--- config.mk ---
export PLATFORM = sky130hd
export DESIGN_NAME = cache_control
export DESIGN_NICKNAME = d
export VERILOG_FILES = /design/src/rtl/cache_control_pkg.sv /design/src/rtl/cache_control_sat_counter.sv /design/src/rtl/cache_control.sv
export SDC_FILE = /design/constraint.sdc
export NUM_CORES = 1
export LEC_CHECK = 0
export ABC_AREA = 0
export CAP_MARGIN = 0
export CORE_UTILIZATION = 30
export DETAILED_ROUTE_END_ITERATION = 12
export GPL_ROUTABILITY_DRIVEN = 1
export PLACE_DENSITY = 0.57
export SETUP_SLACK_MARGIN = 0.15
export SYNTH_ARGS = -nofsm -noshare
export SYNTH_HDL_FRONTEND = slang
export SYNTH_SLANG_ARGS = --single-unit
--- constraint.sdc ---
create_clock -name clk -period 2.2 [get_ports clk]
set_input_delay 0.22 -clock clk [delete_from_list [all_inputs] [get_ports clk]]
set_output_delay 0.22 -clock clk [all_outputs]
set_load 0.05 [all_outputs]
--- src/rtl/cache_control_pkg.sv ---
// Shared types and encodings for the L1 cache controller and its datapath.
//   lc3b_cache_state_t : controller FSM states
//   ADDR_*             : addressmux_sel encodings (CPU address / way writeback address)
//   DIN_*              : datainmux_sel encodings (fill data / merged CPU write block)
package lc3b_types;

    typedef enum logic [1:0] {
        IDLE,
        WRITEBACK,
        ALLOCATE
    } lc3b_cache_state_t;

    localparam logic [1:0] ADDR_CPU = 2'd0;
    localparam logic [1:0] ADDR_WB0 = 2'd1;
    localparam logic [1:0] ADDR_WB1 = 2'd2;

    localparam logic DIN_PMEM = 1'b0;
    localparam logic DIN_CPU  = 1'b1;

endpackage

--- src/rtl/cache_control_sat_counter.sv ---
// Saturating up-counter used for cache hit/miss statistics.
//   clk   : rising-edge clock
//   rst_n : asynchronous active-low reset, clears count
//   inc   : increment request; ignored once count is all-ones
//   count : current value
module sat_counter #(
    parameter int unsigned WIDTH = 16
) (
    input  logic             clk,
    input  logic             rst_n,
    input  logic             inc,
    output logic [WIDTH-1:0] count
);

    always_ff @(posedge clk or negedge rst_n) begin
        if (!rst_n) begin
            count <= '0;
        end else if (inc && (count != '1)) begin
            count <= count + WIDTH'(1);
        end
    end

endmodule

--- src/rtl/cache_control.sv ---
// Controller FSM for a 2-way, write-back, write-allocate L1 cache.
// Sequences hits, victim writeback and line fill, drives all array write
// enables and mux selects of the datapath, and keeps hit/miss statistics.
//   clk, rst_n                  : clock, async active-low reset
//   mem_read/mem_write/mem_resp : CPU request port (resp is a 1-cycle pulse)
//   pmem_read/pmem_write/pmem_resp : physical memory port
//   ishit*_out, dirtyarr*_out, lru_out : live status from the datapath
//   datainmux_sel, addressmux_sel, *_write, dirty_in : datapath controls
//   hit_count, miss_count       : saturating statistics counters
module cache_control
    import lc3b_types::*;
#(
    parameter int unsigned CNT_W = 16
) (
    input  logic             clk,
    input  logic             rst_n,
    input  logic             mem_read,
    input  logic             mem_write,
    output logic             mem_resp,
    input  logic             pmem_resp,
    output logic             pmem_read,
    output logic             pmem_write,
    input  logic             ishit0_out,
    input  logic             ishit1_out,
    input  logic             dirtyarr0_out,
    input  logic             dirtyarr1_out,
    input  logic             lru_out,
    output logic             datainmux_sel,
    output logic [1:0]       addressmux_sel,
    output logic             dataarr0_write,
    output logic             dataarr1_write,
    output logic             valid0_write,
    output logic             valid1_write,
    output logic             tag0_write,
    output logic             tag1_write,
    output logic             dirtyarr0_write,
    output logic             dirtyarr1_write,
    output logic             dirty_in,
    output logic [CNT_W-1:0] hit_count,
    output logic [CNT_W-1:0] miss_count
);

    lc3b_cache_state_t state, next_state;

    logic req, hit, hit_way, victim_dirty;
    logic miss_seen, miss_seen_set, miss_seen_clr;
    logic hit_inc, miss_inc;

    assign req          = mem_read | mem_write;
    assign hit          = ishit0_out | ishit1_out;
    // way0 wins if both hit lines are (illegally) asserted
    assign hit_way      = ~ishit0_out;
    assign victim_dirty = lru_out ? dirtyarr1_out : dirtyarr0_out;

    always_ff @(posedge clk or negedge rst_n) begin
        if (!rst_n) begin
            state     <= IDLE;
            miss_seen <= 1'b0;
        end else begin
            state <= next_state;
            if (miss_seen_set) begin
                miss_seen <= 1'b1;
            end else if (miss_seen_clr) begin
                miss_seen <= 1'b0;
            end
        end
    end

    always_comb begin
        next_state      = state;
        mem_resp        = 1'b0;
        pmem_read       = 1'b0;
        pmem_write      = 1'b0;
        datainmux_sel   = DIN_PMEM;
        addressmux_sel  = ADDR_CPU;
        dataarr0_write  = 1'b0;
        dataarr1_write  = 1'b0;
        valid0_write    = 1'b0;
        valid1_write    = 1'b0;
        tag0_write      = 1'b0;
        tag1_write      = 1'b0;
        dirtyarr0_write = 1'b0;
        dirtyarr1_write = 1'b0;
        dirty_in        = 1'b0;
        hit_inc         = 1'b0;
        miss_inc        = 1'b0;
        miss_seen_set   = 1'b0;
        miss_seen_clr   = 1'b0;

        case (state)
            IDLE: begin
                if (req && hit) begin
                    mem_resp = 1'b1;
                    // a write (including read+write) merges CPU data and marks the line dirty
                    if (mem_write) begin
                        datainmux_sel = DIN_CPU;
                        dirty_in      = 1'b1;
                        if (hit_way) begin
                            dataarr1_write  = 1'b1;
                            dirtyarr1_write = 1'b1;
                        end else begin
                            dataarr0_write  = 1'b1;
                            dirtyarr0_write = 1'b1;
                        end
                    end
                    // the retry hit that follows a miss is not counted as a hit
                    hit_inc       = ~miss_seen;
                    miss_seen_clr = 1'b1;
                end else if (req) begin
                    miss_inc      = 1'b1;
                    miss_seen_set = 1'b1;
                    next_state    = victim_dirty ? WRITEBACK : ALLOCATE;
                end
            end
            WRITEBACK: begin
                pmem_write     = 1'b1;
                addressmux_sel = lru_out ? ADDR_WB1 : ADDR_WB0;
                if (pmem_resp) begin
                    next_state = ALLOCATE;
                end
            end
            ALLOCATE: begin
                pmem_read      = 1'b1;
                addressmux_sel = ADDR_CPU;
                if (pmem_resp) begin
                    datainmux_sel = DIN_PMEM;
                    dirty_in      = 1'b0;
                    if (lru_out) begin
                        dataarr1_write  = 1'b1;
                        tag1_write      = 1'b1;
                        valid1_write    = 1'b1;
                        dirtyarr1_write = 1'b1;
                    end else begin
                        dataarr0_write  = 1'b1;
                        tag0_write      = 1'b1;
                        valid0_write    = 1'b1;
                        dirtyarr0_write = 1'b1;
                    end
                    next_state = IDLE;
                end
            end
            default: next_state = IDLE;
        endcase
    end

    sat_counter #(.WIDTH(CNT_W)) u_hit_counter (
        .clk   (clk),
        .rst_n (rst_n),
        .inc   (hit_inc),
        .count (hit_count)
    );

    sat_counter #(.WIDTH(CNT_W)) u_miss_counter (
        .clk   (clk),
        .rst_n (rst_n),
        .inc   (miss_inc),
        .count (miss_count)
    );

endmodule
==> out/summary.txt <==
Placed cell areas - 2570 um2
Sequential power share - 32.0%
Mapped Area - 1910 um2
Critical setup path kind - reg2out
Initial antenna violation count - 0
Core Footprint - 6030 um2
Reported max-cap violation count - 0
Int Power - 0.00167 W
Placer Congestion - 0.761
Port buffer count - 56
Pre-CTS WS - 0.0987 ns
Clock share of power - 23.8%
Lkg Pwr - 1.12 nW
DRC Markers - 0
Final setup margin - 0.274 ns
Sw frac - 42.4%
Starting Density - 31.7%
Seq cells post-synth - 35
Register area share after synthesis - 45.9%
Iter 0 DRT Violations - 67
Top Ports - 57
Post-route ant nets - 0
Root Buffer - clkbuf_8
Max Fclk - 0.519 GHz
Worst path required time - 1.98 ns
Synth top area share - 45.9%
Largest net degree at the start of global routing - 36
Diodes inserted - 0
Grt ovf - 0
Slew margin rel. - 55.6%
Worst-path fanout max - 6
Placed cell count - 322
Syn_nets - 203
Startpoint Class - flop
Reg2reg start - state[0]
Hold Crit Class - in2async
Total GRT Usage - 15.4%
Finished Layout Cells - 330
Outcome - finished clean
Clock tree buffer depth - 2
Crit path capture type - output port
Mapped Cells - 191
Area leader, netlist - dfrtp_1
Vias in the first global route - 1630
Fillers - 594
Hpwl dp - 3450 um
CTS tree - built
H-tree Lvls - 2
Worst-margin pin slew - 0.663 ns
WL final - 4750 um
Wire length per cell - 14.4 um
Setup TNS - 0 ns
Layout cells sized above 1 - 21.2%
RSZ-0062 raised after global routing - true
Worst reg-to-reg path cell count - 4
Die height - 81.8 um
Top cells by count, synth - dfrtp_1, xnor2_1, nand4_1
First drt pass iteration count - 4
Area growth syn-to-layout - 42.1%
Clk pin slew, worst setup/hold paths - 0.07 ns
Ys flop type - dfrtp_1
Worst R2R Setup Slack - 0.28 ns
Clock skew - 0.00520 ns
Die Wd - 81.8 um
Final instance area - 2710 um2
Hold Vio Cnt, Final - 0
Sw power - 0.00123 W
YS warnings - 0
Period utilization - 87.5%
Slew Viols, Final - 0
Reg2reg end - u_miss_counter.count[10]
CTS buffer count - 5
Final Setup Violations - 0
Count leader, synth - dfrtp_1
Via count - 1691
Worst-Skew Late Latency - 0.29 ns
Nets - 266
Cell Rows - 28
Count of cell types in the netlist - 43
Post-synth EDFFs - 0
Ys async rst share - 100%
Logic gate share of total power - 44.1%
Detailed-route vias per instance - 5.12
Worst EP arrival - 1.71 ns
Die Footprint - 6680 um2
Min Tclk post-route - 1.93 ns
Pwr Density - 1070 nW/um2
Pwr Total - 0.00291 W
Avg Inst Size Synth - 9.99 um2
VDD IR max - 0.721 mV
CTS Sinks - 35
Largest cells by area after synthesis - dfrtp_1, xnor2_1, nand4_1, nand3_1, xor2_1
Global-route wire length before repair - 7680 um
worst max-delay path by stage:
stage | start | to | slack (ns) | depth (start not counted)
after floorplan | u_hit_counter.count[3] | u_hit_counter.count[1] | 0.15 | 5
after global placement | ishit1_out | u_miss_counter.count[7] | 0.10 | 6
after detailed placement | ishit1_out | u_miss_counter.count[7] | 0.1 | 6
after CTS | state[1] | pmem_write | 0.19 | 2
after global routing | state[0] | u_miss_counter.count[10] | 0.15 | 4
final | state[1] | pmem_read | 0.27 | 2
per-layer routing:
metal | share of wire [%] | global-route usage [%] | wire length, um | vias to the layer above
met5 | 0 | 0 | 0 | -
li1 | - | - | - | 809
met1 | 46 | 19.8 | 2200 | 825
met4 | 1.5 | 5.96 | 73 | 0
met3 | 5.2 | 4.89 | 246 | 8
met2 | 47 | 23.9 | 2220 | 49
layout by cell type (no fill, tap or decap), types with 2 or more instances in the layout:
master           instances
mux2_2                   3
nor4_1                   4
a21oi_1                  2
nor2b_1                  2
and3_1                   3
or4_1                    2
nand3_1                 15
clkbuf_8                 5
clkdlybuf4s50_1         42
nor3_1                   5
and2_1                   2
nor4_2                   3
nand4_1                 19
nor2_1                  12
and3_2                   2
xor2_1                   7
or2_2                    2
ha_1                     2
buf_4                   21
inv_1                    4
dfrtp_1                 28
dfrtp_2                  7
nand4b_1                 2
xnor2_1                 20
bufinv_16                2
nand2_1                 14
state kept, by name, indices dropped and copies added (netlist names):
register,flops
miss_seen,1
u_miss_counter.count,16
u_hit_counter.count,16
state,2
area by class of cell:
class / count / area, um2 / share of cell area (%)
clock inverter: 2 / 60.1 / 2.22
clock buffer: 6 / 72.6 / 2.68
inverter: 4 / 15.0 / 0.554
timing repair buffer: 64 / 591 / 21.8
sequential: 35 / 885 / 32.6
tap: 75 / 93.8 / 3.46
multi-input combinational: 144 / 995 / 36.7
cell families after synthesis:
group / count (synthesis) / share of synthesized area [%]
AND/OR/NAND/NOR: 101 / 30.6
flip-flops: 35 / 45.9
XOR/XNOR: 27 / 12.4
buffers and inverters: 12 / 3.87
AO/OA/AOI/OAI: 10 / 3.61
multiplexers: 4 / 2.29
adder cells (fa/ha/maj): 2 / 1.31
power groups by stage:
stage | Clock, W | Combinational, W | Sequential (W)
floorplan | 0 | 0.000593 | 0.00123
global placement | 0 | 0.00128 | 0.000947
detailed placement | 0 | 0.00128 | 0.000947
CTS | 0.000712 | 0.00128 | 0.000936
global route | 0.000745 | 0.00137 | 0.000957
finish | 0.000692 | 0.00128 | 0.000931
critical path: stages, from the launching register on:
cell	delay [ns]
dfrtp_1	0.42
nor2b_4	0.18
clkdlybuf4s50_1	0.81
timing repair:
action                                  CTS  global route
hold buffers                              0             0
gates resized for setup                   0             2
endpoints found under the setup margin    0             4
setup buffers                             0             0
per-stage QoR:
| step | util (%) | hold slack [ns] |
|---|---|---|
| 3_3_place_gp | 42.6 | 0.485 |
| 5_1_grt | 45.0 | 0.366 |
| 4_1_cts | 44.9 | 0.356 |
| 6_report | 45.0 | 0.340 |
| 2_1_floorplan | - | -0.0756 |
| 3_5_place_dp | 42.6 | 0.488 |
(Power assumes the default switching activity.)
